<file path="config.mk">
export PLATFORM = sky130hd
export DESIGN_NAME = motoro3_step_sequencer
export DESIGN_NICKNAME = d
export VERILOG_FILES = /design/src/rtl/motoro3_pkg.sv /design/src/rtl/motoro3_step_len_ramp.sv /design/src/rtl/motoro3_step_sequencer.sv
export SDC_FILE = /design/constraint.sdc
export NUM_CORES = 1
export LEC_CHECK = 0
export CORE_ASPECT_RATIO = 1.1
export CORE_MARGIN = 2
export CORE_UTILIZATION = 25
export CTS_CLUSTER_DIAMETER = 80
export DETAILED_ROUTE_END_ITERATION = 16
export PLACE_DENSITY = 0.4
export SLEW_MARGIN = 5
export SYNTH_ARGS = -nofsm -noshare
export SYNTH_HDL_FRONTEND = slang
export SYNTH_HIERARCHICAL = 1
export SYNTH_SLANG_ARGS = --single-unit
</file>
<file path="constraint.sdc">
create_clock -name clk -period 6.1 [get_ports clk]
set_input_delay 0.61 -clock clk [delete_from_list [all_inputs] [get_ports clk]]
set_output_delay 0.61 -clock clk [all_outputs]
set_load 0.1 [all_outputs]
</file>
<file path="src/rtl/motoro3_pkg.sv">
// Shared constants and state encoding for the motoro3 step sequencer slice.
package motoro3_pkg;

  localparam int unsigned CNT_W_DEF        = 25;
  localparam int unsigned REV_W_DEF        = 16;
  localparam int unsigned MIN_STEP_LEN_DEF = 4;
  localparam int unsigned STEP_W           = 4;

  localparam logic [STEP_W-1:0] STEP_LAST = 4'd11;

  typedef enum logic {
    ST_IDLE = 1'b0,
    ST_RUN  = 1'b1
  } seq_state_e;

endpackage

</file>
<file path="src/rtl/motoro3_step_len_ramp.sv">
// Combinational next-step length: clamped target, optionally approached by an
// acceleration ramp when MOTORO3_STEP_ACCEL_EN is defined.
module motoro3_step_len_ramp
  import motoro3_pkg::*;
#(
  parameter int unsigned CNT_W        = CNT_W_DEF,
  parameter int unsigned MIN_STEP_LEN = MIN_STEP_LEN_DEF
) (
`ifdef MOTORO3_STEP_ACCEL_EN
  input  logic [CNT_W-1:0] len_i,
  input  logic [15:0]      accel_delta_i,
`endif
  input  logic [CNT_W-1:0] step_len_i,
  output logic [CNT_W-1:0] len_new_o
);

  localparam logic [CNT_W-1:0] MIN_L = CNT_W'(MIN_STEP_LEN);

  logic [CNT_W-1:0] target;
`ifdef MOTORO3_STEP_ACCEL_EN
  logic [CNT_W-1:0] accel;
  logic [CNT_W-1:0] dec;
`endif

  always_comb begin
    target = (step_len_i < MIN_L) ? MIN_L : step_len_i;
`ifdef MOTORO3_STEP_ACCEL_EN
    // Saturating shrink toward target; a longer target is taken at once.
    accel     = CNT_W'(accel_delta_i);
    dec       = (len_i > accel) ? (len_i - accel) : '0;
    len_new_o = (dec > target) ? dec : target;
`else
    len_new_o = target;
`endif
  end

endmodule

</file>
<file path="src/rtl/motoro3_step_sequencer.sv">
// 12-step commutation sequencer with per-step down-counter, edge strobes and
// revolution-counted start/stop/abort control. Optional ramp: MOTORO3_STEP_ACCEL_EN.
module motoro3_step_sequencer
  import motoro3_pkg::*;
#(
  parameter int unsigned CNT_W        = CNT_W_DEF,
  parameter int unsigned REV_W        = REV_W_DEF,
  parameter int unsigned MIN_STEP_LEN = MIN_STEP_LEN_DEF
) (
  input  logic                clk,
  input  logic                rst,
  input  logic                start,
  input  logic                stop,
  input  logic                abort,
  input  logic [CNT_W-1:0]    stepLen,
  input  logic [REV_W-1:0]    revMax,
`ifdef MOTORO3_STEP_ACCEL_EN
  input  logic [CNT_W-1:0]    stepLenStart,
  input  logic [15:0]         accelDelta,
`endif
  output logic [STEP_W-1:0]   sgStep,
  output logic [CNT_W-1:0]    m3cnt,
  output logic                m3cntFirst2,
  output logic                m3cntFirst1,
  output logic                m3cntLast1,
  output logic                m3cntLast2,
  output logic                pwmActive1,
  output logic                pwmLastStep1,
  output logic                busy,
  output logic                done
);

  localparam logic [CNT_W-1:0]  MIN_L    = CNT_W'(MIN_STEP_LEN);
  localparam logic [STEP_W-1:0] STEP_PRE = STEP_LAST - 4'd1;

  seq_state_e        state_q, state_d;
  logic [CNT_W-1:0]  len_q, len_d;
  logic [REV_W-1:0]  rev_q, rev_d;
  logic              pend_q, pend_d;
  logic [STEP_W-1:0] step_q, step_d;
  logic [CNT_W-1:0]  cnt_q, cnt_d;
  logic              last_q, last_d;
  logic              done_q, done_d;
  logic              f2_q, f2_d, f1_q, f1_d, l1_q, l1_d, l2_q, l2_d;

  logic [CNT_W-1:0]  start_raw;
  logic [CNT_W-1:0]  start_len;
  logic [CNT_W-1:0]  len_new;

`ifdef MOTORO3_STEP_ACCEL_EN
  assign start_raw = stepLenStart;
`else
  assign start_raw = stepLen;
`endif
  assign start_len = (start_raw < MIN_L) ? MIN_L : start_raw;

  motoro3_step_len_ramp #(
    .CNT_W        (CNT_W),
    .MIN_STEP_LEN (MIN_STEP_LEN)
  ) u_ramp (
`ifdef MOTORO3_STEP_ACCEL_EN
    .len_i         (len_q),
    .accel_delta_i (accelDelta),
`endif
    .step_len_i    (stepLen),
    .len_new_o     (len_new)
  );

  always_ff @(posedge clk) begin
    if (rst) begin
      state_q <= ST_IDLE;
      len_q   <= MIN_L;
      rev_q   <= '0;
      pend_q  <= 1'b0;
      step_q  <= '0;
      cnt_q   <= '0;
      last_q  <= 1'b0;
      done_q  <= 1'b0;
      f2_q    <= 1'b0;
      f1_q    <= 1'b0;
      l1_q    <= 1'b0;
      l2_q    <= 1'b0;
    end else begin
      state_q <= state_d;
      len_q   <= len_d;
      rev_q   <= rev_d;
      pend_q  <= pend_d;
      step_q  <= step_d;
      cnt_q   <= cnt_d;
      last_q  <= last_d;
      done_q  <= done_d;
      f2_q    <= f2_d;
      f1_q    <= f1_d;
      l1_q    <= l1_d;
      l2_q    <= l2_d;
    end
  end

  always_comb begin
    state_d = state_q;
    len_d   = len_q;
    rev_d   = rev_q;
    pend_d  = pend_q;
    step_d  = step_q;
    cnt_d   = cnt_q;
    last_d  = last_q;
    done_d  = 1'b0;

    case (state_q)
      ST_IDLE: begin
        if (start) begin
          state_d = ST_RUN;
          len_d   = start_len;
          rev_d   = revMax;
          pend_d  = (revMax == REV_W'(1));
          step_d  = '0;
          cnt_d   = start_len - CNT_W'(1);
          last_d  = 1'b0;
        end
      end
      ST_RUN: begin
        if (abort) begin
          state_d = ST_IDLE;
          len_d   = MIN_L;
          rev_d   = '0;
          pend_d  = 1'b0;
          step_d  = '0;
          cnt_d   = '0;
          last_d  = 1'b0;
        end else begin
          if (stop) pend_d = 1'b1;
          if (cnt_q == '0) begin
            if (last_q) begin
              state_d = ST_IDLE;
              pend_d  = 1'b0;
              step_d  = '0;
              cnt_d   = '0;
              last_d  = 1'b0;
              done_d  = 1'b1;
            end else begin
              len_d = len_new;
              cnt_d = len_new - CNT_W'(1);
              if (step_q == STEP_LAST) begin
                // Revolution wrap: count down, arm stop when one revolution remains.
                step_d = '0;
                last_d = 1'b0;
                if (rev_q != '0) rev_d = rev_q - REV_W'(1);
                if (rev_q == REV_W'(2)) pend_d = 1'b1;
              end else begin
                step_d = step_q + STEP_W'(1);
                last_d = (step_q == STEP_PRE) && pend_q;
              end
            end
          end else begin
            cnt_d = cnt_q - CNT_W'(1);
          end
        end
      end
      default: state_d = ST_IDLE;
    endcase

    // Strobes decode the next count so they line up with the registered m3cnt.
    f2_d = (state_d == ST_RUN) && (cnt_d == len_d - CNT_W'(1));
    f1_d = (state_d == ST_RUN) && (cnt_d == len_d - CNT_W'(2));
    l1_d = (state_d == ST_RUN) && (cnt_d == CNT_W'(1));
    l2_d = (state_d == ST_RUN) && (cnt_d == '0);
  end

  assign sgStep       = step_q;
  assign m3cnt        = cnt_q;
  assign m3cntFirst2  = f2_q;
  assign m3cntFirst1  = f1_q;
  assign m3cntLast1   = l1_q;
  assign m3cntLast2   = l2_q;
  assign pwmActive1   = (state_q == ST_RUN);
  assign busy         = (state_q == ST_RUN);
  assign pwmLastStep1 = last_q;
  assign done         = done_q;

endmodule

</file>
Word level (Yosys, flattened, before mapping)
Cells that the tools add are included.
{"block": "word_totals", "mem_count": 0, "out_inout_bits": 37, "register_bits": 78, "rom_bits": 0, "mem_bits_rw": 0, "inputBits": 46, "latchBits": 0}
{"block": "op_classes", "n_eq_ne": 12, "bitwise_logic": 2, "n_div": 0, "n_reduce_logical": 11, "add_sub_neg": 6, "muxes": 44, "magnitude_cmp": 1, "n_mul": 0, "n_shift": 0}
{"operator": "25-bit two-way mux", "n": 9}
{"operator": "25-bit one-hot mux with 2 select lines", "n": 2}
{"operator": "16-bit two-way mux", "n": 6}
{"operator": "25-bit by 1-bit subtractor with 25-bit output, second input constant", "n": 3}
{"operator": "25-bit == test", "n": 2}
{"operator": "25-bit zero test", "n": 2}
{"operator": "16-bit one-hot mux with 2 select lines", "n": 1}
{"operator": "25-bit by 1-bit == test with 1-bit output, second input constant", "n": 1}
{"operator": "25-bit by 3-bit less-than comparator with 1-bit output, second input constant", "n": 1}
{"operator": "25-bit by 2-bit subtractor with 25-bit output, second input constant", "n": 1}
{"operator": "4-bit two-way mux", "n": 5}
{"operator": "1-bit two-way mux", "n": 17}
{"operator": "16-bit by 1-bit == test with 1-bit output, second input constant", "n": 1}
{"operator": "16-bit by 2-bit == test with 1-bit output, second input constant", "n": 1}
{"operator": "16-bit nonzero test", "n": 1}
{"operator": "16-bit by 1-bit subtractor with 16-bit output, second input constant", "n": 1}
{"operator": "3-bit by 2-bit inequality test with 1-bit output, second input constant", "n": 3}
{"operator": "4-bit == test, second input constant", "n": 2}
{"operator": "4-bit one-hot mux with 2 select lines", "n": 1}
{"operator": "1-bit one-hot mux with 2 select lines", "n": 3}
{"operator": "1-bit logical AND", "n": 5}
{"operator": "5-bit AND reduction", "n": 1}
{"operator": "4-bit by 1-bit adder with 4-bit output, second input constant", "n": 1}
{"operator": "4-bit OR reduction", "n": 1}
{"operator": "other kinds (4)", "n": 5}

Longest topological paths before layout
{"block": "depth", "depth_word": 9, "depth_mapped": 19, "ltp_nobuf": 18}

Hierarchy
Netlist, hierarchy kept.
{"mod": "motoro3_step_sequencer", "cells_each": 1075, "area_per_inst_um2": 7942.6, "seq_area_each_um2": 1561.5, "n_inst": 1}
{"mod": "motoro3_step_len_ramp", "cells_each": 33, "area_per_inst_um2": 177.7, "seq_area_each_um2": 0.0, "n_inst": 1}

Least setup slack after synthesis
Ideal clock, no wire load.
{"block": "synth_path", "kind": "input to register", "start": "input port stepLen[12]", "end": "register f1_q, in the netlist m3cntFirst1", "setup_time_ns": 0.088, "stages": 18, "setup_slack_ns": 1.238, "arrival_time_ns": 4.774, "cell_sequence": "clkbuf_1 or4_1 buf_2 nor4_4 nand2_2 and2_1 inv_2 ha_1 or3b_1 or4_1 clkbuf_1 or4_1 a31oi_1 a221oi_2 xnor2_2 nor4b_1 o221ai_1 nor4_2"}
{"block": "synth_via", "elab_chain_cells": 9}
{"element": "start, declared", "line": "motoro3_step_sequencer.sv:15", "source": "input logic [CNT_W-1:0] stepLen,"}
{"element": "25-bit by 3-bit less-than comparator with 1-bit output", "line": "motoro3_step_len_ramp.sv:26, motoro3_step_sequencer.sv:55"}
{"element": "25-bit two-way mux *", "line": "motoro3_step_len_ramp.sv:26, motoro3_step_sequencer.sv:55"}
{"element": "25-bit two-way mux / 25-bit by 1-bit subtractor with 25-bit output (equally long branches)", "line": "motoro3_step_sequencer.sv:133, motoro3_step_sequencer.sv:117, motoro3_step_sequencer.sv:142"}
{"element": "25-bit two-way mux (on tied branches)", "line": "motoro3_step_sequencer.sv:132, motoro3_step_sequencer.sv:133"}
{"element": "25-bit two-way mux (on tied branches)", "line": "motoro3_step_sequencer.sv:122, motoro3_step_sequencer.sv:132"}
{"element": "25-bit one-hot mux with 2 select lines / 25-bit two-way mux (equally long branches)", "line": "motoro3_step_sequencer.sv:109, motoro3_step_sequencer.sv:122"}
{"element": "25-bit by 2-bit subtractor with 25-bit output / 25-bit one-hot mux with 2 select lines (equally long branches)", "line": "motoro3_step_sequencer.sv:164, motoro3_step_sequencer.sv:109"}
{"element": "25-bit == test *", "line": "motoro3_step_sequencer.sv:164", "source": "f1_d = (state_d == ST_RUN) && (cnt_d == len_d - CNT_W'(2));"}
{"element": "1-bit logical AND *", "line": "motoro3_step_sequencer.sv:164"}
{"element": "end signal, assigned", "line": "motoro3_step_sequencer.sv:80", "source": "f1_q <= 1'b0;"}
{"element": "end signal, assigned", "line": "motoro3_step_sequencer.sv:93", "source": "f1_q <= f1_d;"}
{"element": "end, declared", "line": "motoro3_step_sequencer.sv:44", "source": "logic f2_q, f2_d, f1_q, f1_d, l1_q, l1_d, l2_q, l2_d;"}
Mark *: on every way between the ends. The rest lies on a longest branch, timed or not.
A chain may end at the register's enable or synchronous reset.

Final worst setup path
{"block": "layout_path", "start": "input port stepLen[24]", "end": "register f2_q, in the netlist m3cntFirst2"}
{"block": "layout_via", "elab_chain_cells": 9}
{"element": "25-bit by 3-bit less-than comparator with 1-bit output *", "line": "motoro3_step_len_ramp.sv:26", "source": "target = (step_len_i < MIN_L) ? MIN_L : step_len_i;"}
{"element": "25-bit two-way mux *", "line": "motoro3_step_len_ramp.sv:26"}
{"element": "named net len_new[1]", "line": "motoro3_step_sequencer.sv:48", "source": "logic [CNT_W-1:0] len_new;"}
{"element": "25-bit by 1-bit subtractor with 25-bit output / 25-bit two-way mux (equally long branches)", "line": "motoro3_step_sequencer.sv:142, motoro3_step_sequencer.sv:133"}
{"element": "25-bit two-way mux (on tied branches)", "line": "motoro3_step_sequencer.sv:133, motoro3_step_sequencer.sv:132"}
{"element": "25-bit two-way mux (on tied branches)", "line": "motoro3_step_sequencer.sv:132, motoro3_step_sequencer.sv:122"}
{"element": "25-bit two-way mux / 25-bit one-hot mux with 2 select lines (equally long branches)", "line": "motoro3_step_sequencer.sv:122, motoro3_step_sequencer.sv:109"}
{"element": "25-bit one-hot mux with 2 select lines / 25-bit by 1-bit subtractor with 25-bit output (equally long branches)", "line": "motoro3_step_sequencer.sv:109, motoro3_step_sequencer.sv:163"}
{"element": "25-bit == test *", "line": "motoro3_step_sequencer.sv:163", "source": "f2_d = (state_d == ST_RUN) && (cnt_d == len_d - CNT_W'(1));"}
{"element": "1-bit logical AND *", "line": "motoro3_step_sequencer.sv:163"}
{"element": "end signal, assigned", "line": "motoro3_step_sequencer.sv:79", "source": "f2_q <= 1'b0;"}
{"element": "end signal, assigned", "line": "motoro3_step_sequencer.sv:92", "source": "f2_q <= f2_d;"}
{"element": "end, declared", "line": "motoro3_step_sequencer.sv:44"}
The timed path passes the listed nets; every way through them passes the cells marked *.

==> impl_metrics.xml <==
<?xml version="1.0" encoding="UTF-8"?>
<metrics>
  <group name="power_and_ir_drop">
    <metric name="pwr_density_cell" unit="mW/mm2">217</metric>
    <metric name="power.ir.vdd_worst" unit="uV">138</metric>
    <metric name="total_leakage_power" unit="uW">0.00339</metric>
  </group>
  <group name="final_layout">
    <metric name="synthToLayoutAreaGrowth" unit="%">21.7</metric>
    <metric name="sequential_cell_area" unit="mm2">0.00156</metric>
    <metric name="layout-drive-gt1-share" unit="%">12.5</metric>
    <metric name="final_cell_count_no_fill" unit="">1606</metric>
    <metric name="final.fill_count" unit="">3602</metric>
    <metric name="multiInputGateArea" unit="mm2">0.00607</metric>
    <metric name="nets" unit="">1231</metric>
    <metric name="final_util" unit="%">30.8</metric>
    <metric name="n_antenna_cell" unit="">0</metric>
  </group>
  <group name="yosys">
    <metric name="syn_avg_cell_area" unit="um2">7.33</metric>
    <metric name="synthAdderAreaFrac" unit="%">1.54</metric>
    <metric name="synth_largest_area_cell" unit="">sky130_fd_sc_hd__dfxtp_1</metric>
    <metric name="syn-cell-area" unit="mm2">0.00812</metric>
    <metric name="synth_seq_area_share" unit="%">19.2</metric>
    <metric name="synth_most_common_cell" unit="">sky130_fd_sc_hd__nor2_1</metric>
    <metric name="dominantRegCellSynth" unit="">sky130_fd_sc_hd__dfxtp_1</metric>
    <metric name="ys_warn_count" unit="">6</metric>
    <metric name="post_synthesis_xor_xnor_area_fraction" unit="%">7.90</metric>
    <metric name="share_of_cell_area_taken_by_muxes_after_synthesis" unit="%">4.76</metric>
    <metric name="post_synth_and_or_nand_nor_area_fraction" unit="%">33.1</metric>
    <metric name="synth-compound-area-share" unit="%">27.3</metric>
    <metric name="netlist.area_leader.share" unit="%">19.2</metric>
    <metric name="synthTopCellsByArea" unit="">sky130_fd_sc_hd__dfxtp_1 19%, sky130_fd_sc_hd__nor2_1 5.5%, sky130_fd_sc_hd__xnor2_1 4.9%</metric>
    <metric name="ys_ff_latch" unit="">78</metric>
    <metric name="synth_top_family_by_area" unit="">simple AND/OR/NAND/NOR gates</metric>
    <metric name="post_synth_num_cell_types" unit="">90</metric>
    <metric name="synth-edff-count" unit="">0</metric>
    <metric name="asyncSetResetFlopFracSynth" unit="%">0</metric>
    <metric name="syn_inst" unit="">1108</metric>
    <metric name="netlist_top_cells_count" unit="">119 x sky130_fd_sc_hd__nor2_1, 78 x sky130_fd_sc_hd__dfxtp_1, 75 x sky130_fd_sc_hd__nand2_1</metric>
    <metric name="synthesis.nets" unit="">1164</metric>
  </group>
  <group name="global_routing">
    <metric name="grt_pass1_vias" unit="">8909</metric>
    <metric name="grtUsageTotal" unit="%">23.5</metric>
    <metric name="grt_pass1_wl" unit="um">59400</metric>
    <metric name="grt_overflow" unit="">0</metric>
    <metric name="maximum_number_of_pins_on_one_net_before_global_route_repair" unit="">54</metric>
    <metric name="antenna_found_initial" unit="">0</metric>
  </group>
  <group name="clocking">
    <metric name="clk_transition_reported_paths" unit="ns">0.08</metric>
    <metric name="cts_setup_buffers" unit="">0</metric>
    <metric name="clock_path_buffers" unit="">2</metric>
    <metric name="cts_sinks" unit="">78</metric>
    <metric name="cts-hold-fix-buffers" unit="">0</metric>
    <metric name="cts_root_buf" unit="">sky130_fd_sc_hd__clkbuf_16</metric>
    <metric name="clock_buffers_created_by_tritoncts" unit="">9</metric>
    <metric name="tritoncts" unit="">built</metric>
    <metric name="skew_pair_late_insertion_delay" unit="ns">0.37</metric>
    <metric name="htreeDepth" unit="">3</metric>
    <metric name="ctsResizeCount" unit="">0</metric>
  </group>
  <group name="floorplan">
    <metric name="rows" unit="">69</metric>
    <metric name="overall_die_area" unit="mm2">0.0339</metric>
    <metric name="core" unit="mm2">0.0321</metric>
    <metric name="ioPinCount" unit="">83</metric>
    <metric name="die_height" unit="um">193</metric>
    <metric name="die_span_in_x" unit="um">176</metric>
    <metric name="floorplan.initialDensity" unit="%">25.3</metric>
  </group>
  <group name="sta">
    <metric name="maxClockFrequency" unit="MHz">192</metric>
    <metric name="finalHoldViolCount" unit="">0</metric>
    <metric name="fin_crit" unit="ns">5.22</metric>
    <metric name="slew_headroom" unit="%">28.6</metric>
    <metric name="slew_violations" unit="">0</metric>
    <metric name="period_share" unit="%">85.6</metric>
    <metric name="finalSetupViolations" unit="">0</metric>
    <metric name="setup_total_negative_slack" unit="ns">0</metric>
    <metric name="grt_setup_unrepaired" unit="">false</metric>
    <metric name="final.setup_skew" unit="ns">0.0155</metric>
    <metric name="post-route-worst-setup-slack" unit="ns">0.879</metric>
    <metric name="worst-slew-pin-transition" unit="ns">1.07</metric>
  </group>
  <group name="worst_hold_path">
    <metric name="hold_path.class" unit="">flip-flop to flip-flop</metric>
  </group>
  <group name="routing">
    <metric name="firstDrtPassIters" unit="">5</metric>
    <metric name="routed_via_density" unit="">5.92</metric>
    <metric name="ant_nets" unit="">0</metric>
    <metric name="drc" unit="">0</metric>
    <metric name="totalWireLength" unit="um">40500</metric>
    <metric name="vias_after_detailed_routing" unit="">9508</metric>
    <metric name="wl_per_instance" unit="um">25.2</metric>
    <metric name="detailedRoute.firstIterationViolations" unit="">871</metric>
  </group>
  <group name="placed_design">
    <metric name="numPortBuffers" unit="">82</metric>
    <metric name="dp_cells" unit="">1590</metric>
    <metric name="place.detailed.hpwl" unit="um">30500</metric>
    <metric name="place_worst_setup_slack" unit="ns">0.508</metric>
    <metric name="place_congestion" unit="">0.913</metric>
  </group>
  <group name="critical_path">
    <metric name="crit_required" unit="ns">6.38</metric>
    <metric name="crit_path_max_fanout" unit="">9</metric>
    <metric name="end_kind" unit="">flip-flop</metric>
    <metric name="setup.worst_path.start_class" unit="">input pin</metric>
    <metric name="critical_path_data_arrival_time" unit="ns">5.50</metric>
    <metric name="timing_worst_setup_path_type" unit="">input pin to flip-flop</metric>
  </group>
  <group name="flow_run">
    <metric name="maxCapViolations" unit="">0</metric>
  </group>
  <group name="outcome">
    <metric name="run_status" unit="">completed</metric>
  </group>
</metrics>
[logic make-up after synthesis]
group                      after synthesis
DFF                                     78
adders and majority gates               10
buffers and inverters                  122
AOI/OAI and AO/OA                      298
xor gates and xnor gates                70
muxes                                   38
and+or+nand+nor                        492
[through the flow]
| step | hold slack, ns | instance area (um2) | total power (uW) |
|---|---|---|---|
| after detailed placement | 0.502 | 9600 | 1570 |
| after global routing | 0.547 | 9890 | 2240 |
| after CTS | 0.519 | 9890 | 2150 |
| after global placement | 0.492 | 9600 | 1580 |
| after floorplan | 0.469 | 8120 | 1230 |
| final | 0.512 | 9890 | 2140 |
[critical path, cell delays in order]
cell,delay [ns]
sky130_fd_sc_hd__clkdlybuf4s50_1,0.59
sky130_fd_sc_hd__or4_4,0.60
sky130_fd_sc_hd__nor2_4,0.15
sky130_fd_sc_hd__a21boi_1,0.17
sky130_fd_sc_hd__or4_1,0.66
sky130_fd_sc_hd__or4_1,0.70
sky130_fd_sc_hd__nor2_1,0.20
sky130_fd_sc_hd__xnor2_1,0.16
sky130_fd_sc_hd__o211ai_1,0.19
sky130_fd_sc_hd__nor3_1,0.63
sky130_fd_sc_hd__o211a_1,0.22
sky130_fd_sc_hd__o211ai_1,0.07
sky130_fd_sc_hd__nand4b_1,0.22
sky130_fd_sc_hd__nor4_1,0.30
[power breakdown]
part / switching, uW / internal [uW] / leakage [uW]
clock: 283 / 287 / 0.000143
sequential: 51.9 / 545 / 0.000642
combinational: 646 / 333 / 0.00261
[metal layers]
layer	share of wire [%]	up-vias	GRT usage (%)
li1	-	4372	-
met1	42	4634	30.8
met2	47	416	39.2
met3	6.2	86	2.35
met4	4.4	0	10.7
met5	0	-	0
[registers in the layout, summed over array words and instances, names as in the netlist]
register / cells
len_q: 25
m3cnt: 25
rev_q: 16
sgStep: 4
busy: 1
done: 1
m3cntFirst1: 1
m3cntFirst2: 1
m3cntLast1: 1
m3cntLast2: 1
pend_q: 1
pwmLastStep1: 1
[cells in the final DEF (no fill, tap or decap), types with 9 or more instances in the layout]
cell                              count
sky130_fd_sc_hd__nor2_1             119
sky130_fd_sc_hd__clkdlybuf4s50_1     80
sky130_fd_sc_hd__dfxtp_1             77
sky130_fd_sc_hd__nand2_1             75
sky130_fd_sc_hd__nor3_1              69
sky130_fd_sc_hd__buf_4               68
sky130_fd_sc_hd__o21ai_0             45
sky130_fd_sc_hd__xnor2_1             45
sky130_fd_sc_hd__nor4_1              42
sky130_fd_sc_hd__a21oi_1             42
sky130_fd_sc_hd__mux2i_1             33
sky130_fd_sc_hd__nand4_1             29
sky130_fd_sc_hd__o211ai_1            27
sky130_fd_sc_hd__inv_1               26
sky130_fd_sc_hd__or4_1               24
sky130_fd_sc_hd__xor2_1              22
sky130_fd_sc_hd__or3_1               21
sky130_fd_sc_hd__nand3_1             19
sky130_fd_sc_hd__o221ai_1            14
sky130_fd_sc_hd__o31ai_1             13
sky130_fd_sc_hd__a211oi_1            12
sky130_fd_sc_hd__a31oi_1             12
sky130_fd_sc_hd__a22oi_1             12
sky130_fd_sc_hd__ha_1                10
sky130_fd_sc_hd__nor2b_1              9
sky130_fd_sc_hd__o21a_1               9
sky130_fd_sc_hd__and3_1               9
sky130_fd_sc_hd__clkbuf_16            9
[area by class of cell]
class | count | area share (%)
inverter | 28 | 1.06
clock buffer | 9 | 2.28
multi-input combinational | 908 | 61.4
clock inverter | 7 | 0.645
timing repair buffer | 150 | 13.4
tap | 426 | 5.39
sequential | 78 | 15.8
[path summary, 6_finish.rpt]
check / start / end / slack [ns] / cells after the start
setup / recovery: stepLen[24] / m3cntFirst2 / 0.88 / 14
setup reg to reg: m3cnt[0] / m3cntFirst2 / 1.00 / 18
hold reg to reg: rev_q[11] / rev_q[11] / 0.51 / 2
hold / removal: rev_q[11] / rev_q[11] / 0.51 / 2
Note: power is estimated with default switching activity, not from simulation.
